## config.mk

```make
export PLATFORM = sky130hd
export DESIGN_NAME = fifo_rd_stream
export DESIGN_NICKNAME = d
export VERILOG_FILES = /design/src/rtl/fifo_rd_stream.sv
export SDC_FILE = /design/constraint.sdc
export NUM_CORES = 1
export LEC_CHECK = 0
export CAP_MARGIN = 20
export CORE_ASPECT_RATIO = 1.75
export CORE_MARGIN = 10
export CORE_UTILIZATION = 50
export DETAILED_ROUTE_END_ITERATION = 7
export PLACE_DENSITY_LB_ADDON = 0.3
export SYNTH_ARGS = -nofsm -noshare
export SYNTH_HDL_FRONTEND = slang
export SYNTH_SLANG_ARGS = --single-unit
```

## constraint.sdc

```tcl
create_clock -name rclk -period 2.99 [get_ports rclk]
set_clock_uncertainty 0.2 [all_clocks]
set_input_delay 0.598 -clock rclk [delete_from_list [all_inputs] [get_ports rclk]]
set_output_delay 0.598 -clock rclk [all_outputs]
set_load 0.005 [all_outputs]
```

## src/rtl/fifo_rd_stream.sv

```systemverilog
// Read-side consumer for the dual-clock FIFO: pops a programmed burst
// and re-presents it on a registered valid/ready stream.
module fifo_rd_stream #(
  parameter int DSIZE   = 8,
  parameter int BURST_W = 8,
  parameter int CNT_W   = 16
) (
  input  logic               rclk,
  input  logic               rrst,
  input  logic [DSIZE-1:0]   rdata,
  input  logic               rempty,
  output logic               rinc,
  input  logic               start,
  input  logic [BURST_W-1:0] burst_len,
  output logic               busy,
  output logic               done,
  output logic [DSIZE-1:0]   m_data,
  output logic               m_valid,
  input  logic               m_ready,
  output logic [CNT_W-1:0]   rd_count
);

  typedef enum logic [1:0] {
    IDLE,
    BURST,
    FLUSH
  } state_t;

  state_t             state;
  logic [BURST_W-1:0] remaining;
  logic [1:0]         occ;
  logic [DSIZE-1:0]   tail;
  logic               xfer;

  // Pop only from registered state and rempty; m_ready never reaches rinc.
  assign rinc = !rrst && (state == BURST) &&
                (remaining != '0) && !rempty &&
                (occ != 2'd2);

  assign m_valid = (occ != 2'd0);
  assign xfer    = m_valid && m_ready;

  always_ff @(posedge rclk) begin
    if (rrst) begin
      state     <= IDLE;
      remaining <= '0;
      busy      <= 1'b0;
      done      <= 1'b0;
    end else begin
      done <= 1'b0;
      unique case (state)
        IDLE: begin
          if (start) begin
            if (burst_len != '0) begin
              remaining <= burst_len;
              busy      <= 1'b1;
              state     <= BURST;
            end else begin
              done <= 1'b1;
            end
          end
        end
        BURST: begin
          if (rinc) remaining <= remaining - 1'b1;
          if (remaining == '0) state <= FLUSH;
        end
        FLUSH: begin
          if (occ == 2'd0) begin
            done  <= 1'b1;
            busy  <= 1'b0;
            state <= IDLE;
          end
        end
        default: state <= IDLE;
      endcase
    end
  end

  // m_data is the head slot; tail holds the second word when occ==2.
  always_ff @(posedge rclk) begin
    if (rrst) begin
      occ      <= 2'd0;
      m_data   <= '0;
      tail     <= '0;
      rd_count <= '0;
    end else begin
      if (rinc) rd_count <= rd_count + 1'b1;
      unique case ({rinc, xfer})
        2'b10: begin
          if (occ == 2'd0) m_data <= rdata;
          else             tail   <= rdata;
          occ <= occ + 1'b1;
        end
        2'b01: begin
          if (occ == 2'd2) m_data <= tail;
          occ <= occ - 1'b1;
        end
        2'b11: m_data <= rdata;
        default: ;
      endcase
    end
  end

endmodule

```

==> summary.txt <==
Outcome
  – Status: complete, no violations

Die
  – Initial Utilization: 0.527
  – # rows: 31
  – Die footprint: 0.00758 sq mm
  – CORE AREA: 0.00419 sq mm
  – I/O Pins: 49
  – DIE HEIGHT: 108 um
  – Die W: 70.2 um

Yosys
  – EDFF count, synth: 0
  – Synth cell types: 41
  – Mapped cell area: 0.00221 sq mm
  – Post-Synth XOR/XNOR Area: 0.0516
  – Synth Area in Simple Gates: 0.231
  – Post-synth net total: 290
  – Average size of a mapped cell: 8.37 sq um
  – Mux contribution to synthesized area: 0.0408
  – Yosys warns: 0
  – Largest family of logic cells by synthesized area: simple AND/OR/NAND/NOR gates
  – Ys flop type: dfxtp_1
  – Post-Synth Adder-Cell Area: 0.0283
  – Synthesized flop and latch total: 46
  – Seq/Total Area, Yosys: 0.417
  – Synth Area in Compound Gates: 0.196
  – Ys async rst share: 0
  – Cell count after synthesis: 264

STA
  – Final min period: 2.90 ns
  – Rel. slew slack: 0.609
  – Fin. Hold Viols: 0
  – Hold_ws: 0.264 ns
  – Slew @ Worst Pin: 0.582 ns
  – F_max: 0.345 GHz
  – Final period util: 0.970
  – Final slew viol count: 0
  – RSZ-0062 raised after global routing: no
  – Fin Setup TNS: 0 ns
  – Setup violators final: 0

Clock network
  – Clock buffer depth: 2
  – Clock-pin slew on the worst setup and hold paths: 0.09 ns
  – Worst-Skew Late Latency: 0.30 ns
  – Num CTS Buffers: 5
  – Root buffer cell: clkbuf_8
  – Post-CTS Hold Fix Bufs: 0
  – CTS tree: built
  – H-tree depth: 2
  – Setup fix buffers added after clock tree synthesis: 0
  – CTS sink count: 46

Setup path
  – FF-to-FF Start: remaining[3]
  – CP max-delay cell: clkdlybuf4s50_1
  – Crit Path Class: input port to output pin
  – Worst EP arrival: 2.10 ns
  – Max FO, Critical Path: 6
  – Crit path largest cell delay: 0.51 ns
  – Startpoint types: input port
  – Worst setup EP type: output pin
  – Crit path from: rrst
  – CP most frequent cell: clkdlybuf4s50_1
  – Critical-path cell list: clkdlybuf4s50_1 -> or3_4 -> nor2_2 -> clkdlybuf4s50_1
  – Req. time, crit path: 2.19 ns

Global routing
  – GRT Residual Overflow: 0
  – Gr usage total: 0.142
  – Largest net degree at the start of global routing: 49
  – Initial antenna violation count: 0
  – Vias in the first global route: 2,061
  – First-pass GRT wire length: 9150 um

Pwr
  – Pwr Density: 473 mW/mm^2
  – Tot Pwr: 1350 uW
  – Worst vdd ir: 419 uV
  – Leakage: 0.000955 uW

Finish
  – Layout fillers: 367
  – Most frequent cells in the layout: clkdlybuf4s50_1, dfxtp_1, a21oi_1
  – Fin util: 0.684
  – Inserted Diodes: 0
  – Share of layout cells above drive strength 1: 0.0723
  – Area growth from synthesis to layout: 29.7%
  – Final Cell Area: 0.00287 sq mm
  – Most common cell after layout, fill and taps aside: clkdlybuf4s50_1
  – Nets: 343

Routing
  – Via/cell ratio: 5.76
  – Vias: 2,114
  – Detailed Route WL: 5540 um
  – Antenna viol nets, final: 0
  – Remaining DRCs: 0
  – DR WL/cell: 15.1 um
  – TritonRoute pass-1 iters: 4
  – DR iter-0 viols: 126

Worst hold path
  – Worst hold path startpoint: tail[5]
  – HP Class: flop to flop

Placed design
  – I/O Buffers: 48
  – Detail Placement HPWL: 4040 um
  – DP Area: 0.00278 sq mm
  – GPL Wtd Cong: 0.839

Flow run
  – Maxcap violations: 0
==> area by class of cell <==
class | instances | area (sq um) | area share
Clock buffer | 6 | 72.6 | 0.0253
Clock inverter | 2 | 13.8 | 0.00480
Inverter | 8 | 30.0 | 0.0105
Multi-Input combinational cell | 198 | 1210 | 0.423
Sequential cell | 46 | 921 | 0.321
Tap cell | 49 | 61.3 | 0.0214
Timing Repair Buffer | 58 | 556 | 0.194
==> critical path, delay by kind of cell <==
family | cells | cell delay [ns]
and+or+nand+nor | 2 | 0.58
buffers and inverters | 2 | 0.93
==> layer usage <==
metal  part of all wire  track usage  up-vias
met4              0.029       0.0652        0
met3              0.055       0.0379       17
met2               0.51        0.250       67
li1                   -            -     1055
met5                  0            0        -
met1               0.41        0.152      975
==> per-stage QoR <==
stage	instances	setup slack, ns
after global placement	359	0.0869
after CTS	367	0.0542
after floorplan	264	0.266
after global routing	367	0.0213
final	367	0.0909
after detailed placement	359	0.0646
==> repair_timing <==
item | 4_1_cts | 5_1_grt
endpoints found under the hold margin | 0 | 0
setup endpoints to repair | 0 | 1
resized for setup | 0 | 1
==> worst paths after layout <==
check | endpoint | slack [ns] | cells after the start
setup reg to reg | m_data[7] | 0.51 | 8
hold reg to reg | tail[5] | 0.26 | 2
setup / recovery | rinc | 0.09 | 4
hold / removal | tail[5] | 0.26 | 2
==> report_power, final <==
group	internal [uW]	switching [uW]	total, uW
combinational	144	161	305
clock	165	209	374
sequential	644	31.4	675
==> cell families after synthesis <==
logic type      Yosys count
compound gates           70
buf+inv                  20
fa+ha+maj                 5
simple gates            101
xor+xnor                 13
flops                    46
mux                       9
==> state kept, by name, indices dropped and copies added (netlist names) <==
name       count
rd_count      16
m_data         8
remaining      8
tail           8
occ            2
state          2
busy           1
done           1
==> cell usage after synthesis, types with 3 or more instances <==
master    count  share of area
ha_1          5          0.028
mux2i_1       9          0.041
nand4_1       5          0.014
a21oi_1      35          0.079
nor4_1        8          0.023
nor2_1       23          0.039
nand2_1      34          0.058
a211oi_1      8          0.027
nor3_1        5          0.011
dfxtp_1      46           0.42
o31ai_1       3          0.010
xnor2_1      11          0.044
nand3_1       5          0.011
or4_1         5          0.017
o21ai_0       9          0.020
inv_1         8          0.014
clkbuf_1     11          0.019
nand2b_1      4          0.011
No activity file was read; power rests on OpenSTA's default activity.
